**config.mk**
```make
export PLATFORM = sky130hd
export DESIGN_NAME = mem_wb_elastic_reg
export DESIGN_NICKNAME = d
export VERILOG_FILES = /design/src/rtl/mem_wb_elastic_reg_pkg.sv /design/src/rtl/mem_wb_elastic_reg_pipe_skid_buf.sv /design/src/rtl/mem_wb_elastic_reg.sv
export SDC_FILE = /design/constraint.sdc
export NUM_CORES = 1
export LEC_CHECK = 0
export ABC_AREA = 1
export CAP_MARGIN = 25
export CORE_ASPECT_RATIO = 0.7
export CORE_MARGIN = 10
export CORE_UTILIZATION = 40
export DETAILED_ROUTE_END_ITERATION = 6
export PLACE_DENSITY_LB_ADDON = 0.2
export SLEW_MARGIN = 0
export SYNTH_ARGS = -nofsm -noshare
export SYNTH_HDL_FRONTEND = slang
export SYNTH_SLANG_ARGS = --single-unit
```
**constraint.sdc**
```tcl
create_clock -name clk -period 5.1 [get_ports clk]
set_clock_uncertainty 0.1 [all_clocks]
set_input_delay 1.53 -clock clk [delete_from_list [all_inputs] [get_ports clk]]
set_output_delay 1.53 -clock clk [all_outputs]
set_load 0.02 [all_outputs]
```
**src/rtl/mem_wb_elastic_reg_pkg.sv**
```systemverilog
// Shared constants for the MEM/WB elastic register.
// Payload bus width helper and the hardwired-zero register index.
package mem_wb_elastic_reg_pkg;

  localparam logic [4:0] REG_ZERO = 5'd0;

  function automatic int payload_w(
    input int aw,
    input int dw
  );
    return 2 + aw + 2 * dw;
  endfunction

endpackage

```
**src/rtl/mem_wb_elastic_reg_pipe_skid_buf.sv**
```systemverilog
// Generic valid/ready buffer: head entry plus optional skid entry.
// in_ready is registered when the skid entry exists.
module pipe_skid_buf #(
  parameter int          PAYLOAD_W = 8,
  parameter int unsigned SKID_EN   = 1
) (
  input  logic                 clk,
  input  logic                 rst,
  input  logic                 flush,
  input  logic                 in_valid,
  output logic                 in_ready,
  input  logic [PAYLOAD_W-1:0] in_data,
  output logic                 out_valid,
  input  logic                 out_ready,
  output logic [PAYLOAD_W-1:0] out_data
);

  logic                 hv_q, hv_d;
  logic                 sv_q, sv_d;
  logic [PAYLOAD_W-1:0] hd_q, hd_d;
  logic [PAYLOAD_W-1:0] sd_q, sd_d;
  logic                 acc;
  logic                 drn;

  assign drn = hv_q & out_ready;

  if (SKID_EN != 0) begin : g_skid
    assign in_ready = ~sv_q;
  end else begin : g_single
    assign in_ready = ~hv_q | out_ready;
  end

  assign acc = in_valid & in_ready;

  always_comb begin
    hv_d = hv_q;
    sv_d = sv_q;
    hd_d = hd_q;
    sd_d = sd_q;
    if (flush) begin
      hv_d = 1'b0;
      sv_d = 1'b0;
    end else if (sv_q) begin
      if (drn) begin
        hd_d = sd_q;
        sv_d = 1'b0;
      end
    end else if (acc) begin
      if (!hv_q || drn) begin
        hd_d = in_data;
        hv_d = 1'b1;
      end else begin
        sd_d = in_data;
        sv_d = 1'b1;
      end
    end else if (drn) begin
      hv_d = 1'b0;
    end
    if (SKID_EN == 0) begin
      sv_d = 1'b0;
    end
  end

  always_ff @(posedge clk) begin
    if (rst) begin
      hv_q <= 1'b0;
      sv_q <= 1'b0;
      hd_q <= '0;
      sd_q <= '0;
    end else begin
      hv_q <= hv_d;
      sv_q <= sv_d;
      hd_q <= hd_d;
      sd_q <= sd_d;
    end
  end

  assign out_valid = hv_q;
  assign out_data  = hd_q;

endmodule

```
**src/rtl/mem_wb_elastic_reg.sv**
```systemverilog
// MEM/WB elastic pipeline register with forwarding tap.
// Packs the payload into a skid buffer and guards writes to x0.
module mem_wb_elastic_reg
  import mem_wb_elastic_reg_pkg::*;
#(
  parameter int          DATA_W  = 32,
  parameter int          ADDR_W  = 5,
  parameter int unsigned SKID_EN = 1
) (
  input  logic              clk,
  input  logic              rst,
  input  logic              flush,
  input  logic              in_valid,
  output logic              in_ready,
  input  logic              reg_write_in,
  input  logic              mem_to_reg_in,
  input  logic [ADDR_W-1:0] dst_in,
  input  logic [DATA_W-1:0] alu_in,
  input  logic [DATA_W-1:0] rdata_in,
  output logic              out_valid,
  input  logic              out_ready,
  output logic              reg_write_out,
  output logic              mem_to_reg_out,
  output logic [ADDR_W-1:0] dst_out,
  output logic [DATA_W-1:0] alu_out,
  output logic [DATA_W-1:0] rdata_out,
  output logic [DATA_W-1:0] wb_data,
  output logic              wb_we,
  output logic              fwd_valid,
  output logic [ADDR_W-1:0] fwd_addr,
  output logic [DATA_W-1:0] fwd_data
);

  localparam int PW = payload_w(ADDR_W, DATA_W);

  logic [PW-1:0] in_bus;
  logic [PW-1:0] out_bus;
  logic          dst_nz;

  assign in_bus = {reg_write_in, mem_to_reg_in,
                   dst_in, alu_in, rdata_in};

  pipe_skid_buf #(
    .PAYLOAD_W (PW),
    .SKID_EN   (SKID_EN)
  ) u_buf (
    .clk       (clk),
    .rst       (rst),
    .flush     (flush),
    .in_valid  (in_valid),
    .in_ready  (in_ready),
    .in_data   (in_bus),
    .out_valid (out_valid),
    .out_ready (out_ready),
    .out_data  (out_bus)
  );

  assign {reg_write_out, mem_to_reg_out,
          dst_out, alu_out, rdata_out} = out_bus;

  assign dst_nz    = (dst_out != ADDR_W'(REG_ZERO));
  assign wb_data   = mem_to_reg_out ? rdata_out : alu_out;
  assign fwd_valid = out_valid & reg_write_out & dst_nz;
  assign wb_we     = fwd_valid & out_ready;
  assign fwd_addr  = dst_out;
  assign fwd_data  = wb_data;

endmodule

```
==> impl_metrics.toml, run 1 <==
[placed_design]
dpl_cell_area_sq_um = 9050
dpl.hpwl_microns = 13600
routabilityCongestion = 0.756
portBuffers = 219
dp.cells = 1379

[timing]
tightestPinTransition_ns = 0.966
timing.final.crit_period_ns = 4.47
tns_ns = 0
finalCritPeriodShare_pct = 87.7
finalMaxSlewViolations = 0
setup_violations = 0
hold_viol_final = 0
slew_headroom_pct = 35.6
rsz0062_at_grt = "no"
fmax_mhz = 224

[setup_path]
path_max_fanout = 3
cpPeakStageDelay_ns = 0.62
end_kind = "primary output"
r2r_start = "u_buf.sv_q"
crit_family = "buffers and inverters"
startpoint = "out_ready"
critPathRequiredTime_ns = 3.47
crit_top_cell = "clkdlybuf4s50_1"
critPathBufInv = 3
worst_setup_path_start_kind = "primary input"
worstPathArrival_ns = 2.84
timing.critical_path.cells = "clkdlybuf4s50_1 > inv_1 > nor2_1 > clkdlybuf4s50_1"
cp_slowest_cell = "clkdlybuf4s50_1"
setup.worst_path.class = "in -> out"

[power]
irDropWorstVdd_mv = 0.186
power_density_nw_per_um2 = 325
power_leakage_nw = 3.82

[logic_synthesis]
yosysWarnings = 0
synthCells = 1026
yosysUniqueCellTypes = 24
synth.cell_area_sq_um = 7130
avgSynthCellArea_sq_um = 6.95
syn_nets = 1102
yosysSeqAreaShare_pct = 40.4
synth_seq_cells = 144

[job]
cap_violations = 0

[die]
dieArea_sq_um = 23600
die_w_microns = 180
rows = 40
coreArea_sq_um = 17300
initial_core_util_pct = 41.2
io_pins = 220
chipHeight_microns = 132

[global_route]
grt_pass1_vias = 6606
antenna_found_initial = 0
gr-usage-all-layers_pct = 17.7
grt.met1_usage_pct = 22.4
grt_use_met3_pct = 7.19
grt_use_met2_pct = 27.3
top_usage_layer = "met2"
grt_pass1_wl_microns = 35000
grt_overflow = 0
grt_max_degree = 86

[drt]
first_pass_iters = 5
drtAntennaViolNets = 0
vias = 6812
drt-total-wl_microns = 21800
initialDrtViolationCount = 428
post_drt_wl_per_cell_microns = 15.5
drc_errors = 0
vias_per_cell = 4.82

[clocking]
clockBufferDepth = 2
clock-root-buffer = "clkbuf_16"
clkSinkCount = 144
cts_made_buffers = 17
worstSkewPairLatency_ns = 0.42
post_cts_resized = 0
ctsHoldBuffers = 0
path_clk_slew_ns = 0.06
htree_levels = 4
post_cts_buffers = 0
cts_tree = "done"

[cells_and_area]
final_cells = 1412
syn_to_final_growth_pct = 35.7
design_area_sq_um = 9670
drive_gt1_share_pct = 7.12
nNetsFinal = 1243

[outcome]
status = "finished clean"

[min_path]
hp-class = "reg -> reg"
hp-start = "u_buf.sd_q[24]"
==> per-stage QoR <==
step	util, %	power [W]	worst slack (ns)	hold WS, ns
after floorplan	-	0.00159	1.60	0.354
after global placement	52.3	0.00185	0.634	0.361
after detailed placement	52.3	0.00185	0.621	0.371
after CTS	55.8	0.00318	0.623	0.385
after global routing	55.8	0.00328	0.576	0.406
final	55.9	0.00314	0.627	0.381
==> worst paths after layout <==
path / end / slack [ns] / cells past startpoint
worst max-delay path: wb_we / 0.63 / 4
worst min-delay path: u_buf.sd_q[24] / 0.38 / 2
worst max register to register: u_buf.sd_q[58] / 2.40 / 7
worst min register to register: u_buf.sd_q[24] / 0.38 / 2
==> cell usage in the layout (no fill, tap or decap), types with 2 or more instances in the layout <==
cell type	Yosys	final
dfxtp_1	144	142
buf_12	0	3
clkdlybuf4s50_1	0	219
clkinv_4	0	3
clkbuf_1	23	2
dfxtp_2	0	2
clkinv_2	1	3
clkinvlp_4	0	3
mux2_2	32	32
o21ai_0	72	72
nor2_1	288	288
buf_4	38	7
nand2_1	222	221
inv_2	2	2
and2_0	70	70
inv_1	6	5
clkbuf_16	0	17
nand2_2	1	2
nand3_1	73	73
bufinv_16	0	4
==> flip-flops by register name, summed over array words and instances (netlist names) <==
| register | count |
|---|---|
| u_buf.out_data | 71 |
| u_buf.out_valid | 1 |
| u_buf.sv_q | 1 |
| u_buf.sd_q | 71 |
==> cells by family after synthesis <==
logic type	count (synthesis)	share of synthesized area [%]
compound gates	75	5.39
buf+inv	116	10.1
flops	144	40.4
mux	32	5.05
simple gates	659	39.0
==> per-layer routing <==
metal  up-vias  wire length, microns
met5         -                     0
li1       3466                     -
met2       196                  9410
met4         0                   218
met3        18                  1840
met1      3132                 10400
==> where the power goes <==
| part | total [W] | internal (W) | switching [W] |
|---|---|---|---|
| clock | 0.00132 | 0.000820 | 0.000499 |
| sequential | 0.00122 | 0.00118 | 0.0000478 |
| combinational | 0.000600 | 0.000294 | 0.000307 |
| total | 0.00314 | 0.00229 | 0.000853 |
==> layout make-up <==
cell class              instances  area, sq um
well taps                     231          289
inverters                       9         37.5
diodes                          1         2.50
clock buffers                  19          433
flip-flops and latches        144         2890
clock inverters                13          188
multi-input cells             766         3530
repair buffers                229         2300
fillers                      1703         7640
==> Yosys cell counts, drive strengths merged <==
cell	n	area (sq um)
clkinv	1	5.00
a21oi	1	8.76
mux2	32	360
o21ai	72	360
and2	71	444
clkbuf	23	86.3
nor3	1	5.00
inv	8	30.0
nand3	74	383
nand2	223	840
dfxtp	144	2880
a21boi	1	7.51
o21bai	1	7.51
buf	84	602
nor2	290	1110
==> tightest hold or removal path, delay by kind of cell, from the launching register on <==
family / cells / cell delay, ns
AND/OR/NAND/NOR: 2 / 0.13
flip-flops: 1 / 0.32
(Power assumes the default switching activity.)
==> run 2: changes to the inputs <==
--- a/config.mk
+++ b/config.mk
@@ -9,7 +9,7 @@
 export CAP_MARGIN = 25
 export CORE_ASPECT_RATIO = 0.7
 export CORE_MARGIN = 10
-export CORE_UTILIZATION = 40
+export CORE_UTILIZATION = 51
 export DETAILED_ROUTE_END_ITERATION = 6
 export PLACE_DENSITY_LB_ADDON = 0.2
 export SLEW_MARGIN = 0
==> run 2 against run 1 <==
Setup slack lost 0.037 ns. Cell count is 3.0% lower. Combinational power barely moved. Sequential cell count stayed put. Via count grew 2.1%. Global-route usage is 3.7 points higher. Maximum frequency decreased by 0.82%. Worst hold slack worse by 0.0033 ns. First-iteration DRC count shrank 7.5%. Critical path depth unchanged. Critical endpoint unchanged. Largest cell class unchanged. Highest routed layer is now met5.
==> impl_metrics.toml, run 2 (synthesis results as in run 1) <==
[timing]
finalMaxSlewViolations = 0
fmax_mhz = 222
setup_violations = 0
tns_ns = 0
slew_headroom_pct = 36.3
rsz0062_at_grt = "no"
hold_viol_final = 0
tightestPinTransition_ns = 0.956
fin_ws_ns = 0.590
timing.final.crit_period_ns = 4.51
finalCritPeriodShare_pct = 88.4

[global_route]
grt_overflow = 0
gr-usage-all-layers_pct = 21.4
grt_max_degree = 124
antenna_found_initial = 1
grt_pass1_wl_microns = 34200
grt_pass1_vias = 6704

[clocking]
htree_levels = 4
clockBufferDepth = 2
cts_made_buffers = 17
path_clk_slew_ns = 0.05
worstSkewPairLatency_ns = 0.41
post_cts_buffers = 0
post_cts_resized = 0
clock-root-buffer = "clkbuf_16"
cts_tree = "done"
clkSinkCount = 144
ctsHoldBuffers = 0

[drt]
first_pass_iters = 5
initialDrtViolationCount = 396
drt-total-wl_microns = 21000
vias = 6952
drtAntennaViolNets = 0
vias_per_cell = 5.07
post_drt_wl_per_cell_microns = 15.3
drc_errors = 0

[power]
pwr-share-clk_pct = 40.4
power_leakage_nw = 3.81
p_sw_w = 0.000840
seqPwrFrac_pct = 40.0
internal_power_w = 0.00222
p_sw_share_pct = 27.5
irDropWorstVdd_mv = 0.223
combPwrFrac_pct = 19.6
power_density_nw_per_um2 = 319

[placed_design]
routabilityCongestion = 0.802
place_ws_ns = 0.588
dpl_cell_area_sq_um = 9000
portBuffers = 219
dpl.hpwl_microns = 13300

[setup_path]
setup.worst_path.class = "in -> out"
critPathBufInv = 3
critPathRequiredTime_ns = 3.47
worstPathArrival_ns = 2.88
crit_family = "buffers and inverters"
timing.critical_path.cells = "clkdlybuf4s50_1 > inv_1 > nor2_1 > clkdlybuf4s50_1"
r2r_slack_ns = 2.50
worst_setup_path_start_kind = "primary input"
cp_slowest_cell = "clkdlybuf4s50_1"
cp.depth = 4
r2r_start = "u_buf.sv_q"
end_kind = "primary output"
r2r_end = "u_buf.out_data[0]"
crit_top_cell = "clkdlybuf4s50_1"
rr_worst_depth = 7
path_max_fanout = 3
cpPeakStageDelay_ns = 0.63

[die]
rows = 36
coreArea_sq_um = 13800
die_w_microns = 161
dieArea_sq_um = 19200
chipHeight_microns = 119
io_pins = 220
initial_core_util_pct = 51.7

[min_path]
hp-class = "reg -> reg"
min_path_cells = 2
hp-start = "u_buf.sd_q[26]"
holdPathEnd = "u_buf.sd_q[26]"

[cells_and_area]
design_area_sq_um = 9590
final_common_cell = "nor2_1"
drive_gt1_share_pct = 7.20
nNetsFinal = 1243
syn_to_final_growth_pct = 34.5
fillers = 1210
diodes = 0
final_cell_mix = "nor2_1 (288), nand2_1 (221), clkdlybuf4s50_1 (219)"

[job]
cap_violations = 0

[outcome]
status = "finished clean"
[run 2: worst max-delay path by stage]
| stage | from | endpoint | slack, ns |
|---|---|---|---|
| 3_3_place_gp | out_ready | wb_we | 0.59 |
| 5_1_grt | out_ready | wb_we | 0.55 |
| 2_1_floorplan | out_ready | wb_we | 1.60 |
| 3_5_place_dp | out_ready | wb_we | 0.59 |
| 6_report | out_ready | wb_we | 0.59 |
| 4_1_cts | out_ready | wb_we | 0.59 |
[run 2: per-stage QoR]
stage | util (%) | power [W] | std cells | hold slack, ns
6_report | 69.6 | 0.00306 | 1370 | 0.378
3_5_place_dp | 65.3 | 0.00185 | 1338 | 0.371
2_1_floorplan | - | 0.00159 | 1026 | 0.354
5_1_grt | 69.6 | 0.00319 | 1370 | 0.398
4_1_cts | 69.6 | 0.00308 | 1370 | 0.385
3_3_place_gp | 65.3 | 0.00184 | 1338 | 0.361
[run 2: final cells by class]
cell class | count | area, sq um | area share [%]
tap | 190 | 238 | 2.48
multi-input combinational | 766 | 3530 | 36.9
inverter | 9 | 36.3 | 0.378
sequential | 144 | 2890 | 30.1
timing repair buffer | 229 | 2300 | 24.0
clock inverter | 12 | 133 | 1.38
clock buffer | 20 | 457 | 4.76
[run 2: worst register-to-register path, delay by kind of cell, from the launching register on]
kind / cells / cell delay (ns)
buffers and inverters: 3 / 1.13
and+or+nand+nor: 4 / 0.98
DFF: 1 / 0.32
[run 2: power by group through the flow]
stage               Sequential [W]  Clock (W)  Combinational, W
detailed placement         0.00125          0          0.000602
global route               0.00123    0.00130          0.000653
CTS                        0.00122    0.00125          0.000607
finish                     0.00122    0.00123          0.000600
floorplan                  0.00128          0          0.000313
global placement           0.00125          0          0.000595
[run 2: routing by layer]
layer | part of all wire (%) | vias to the layer above | routed length [microns] | GRT usage [%]
li1 | - | 3475 | - | -
met1 | 43 | 3197 | 9030 | 25.7
met2 | 46 | 255 | 9630 | 35.2
met3 | 9.7 | 23 | 2040 | 8.22
met4 | 1.2 | 2 | 245 | 5.84
met5 | 0.062 | - | 13 | 0
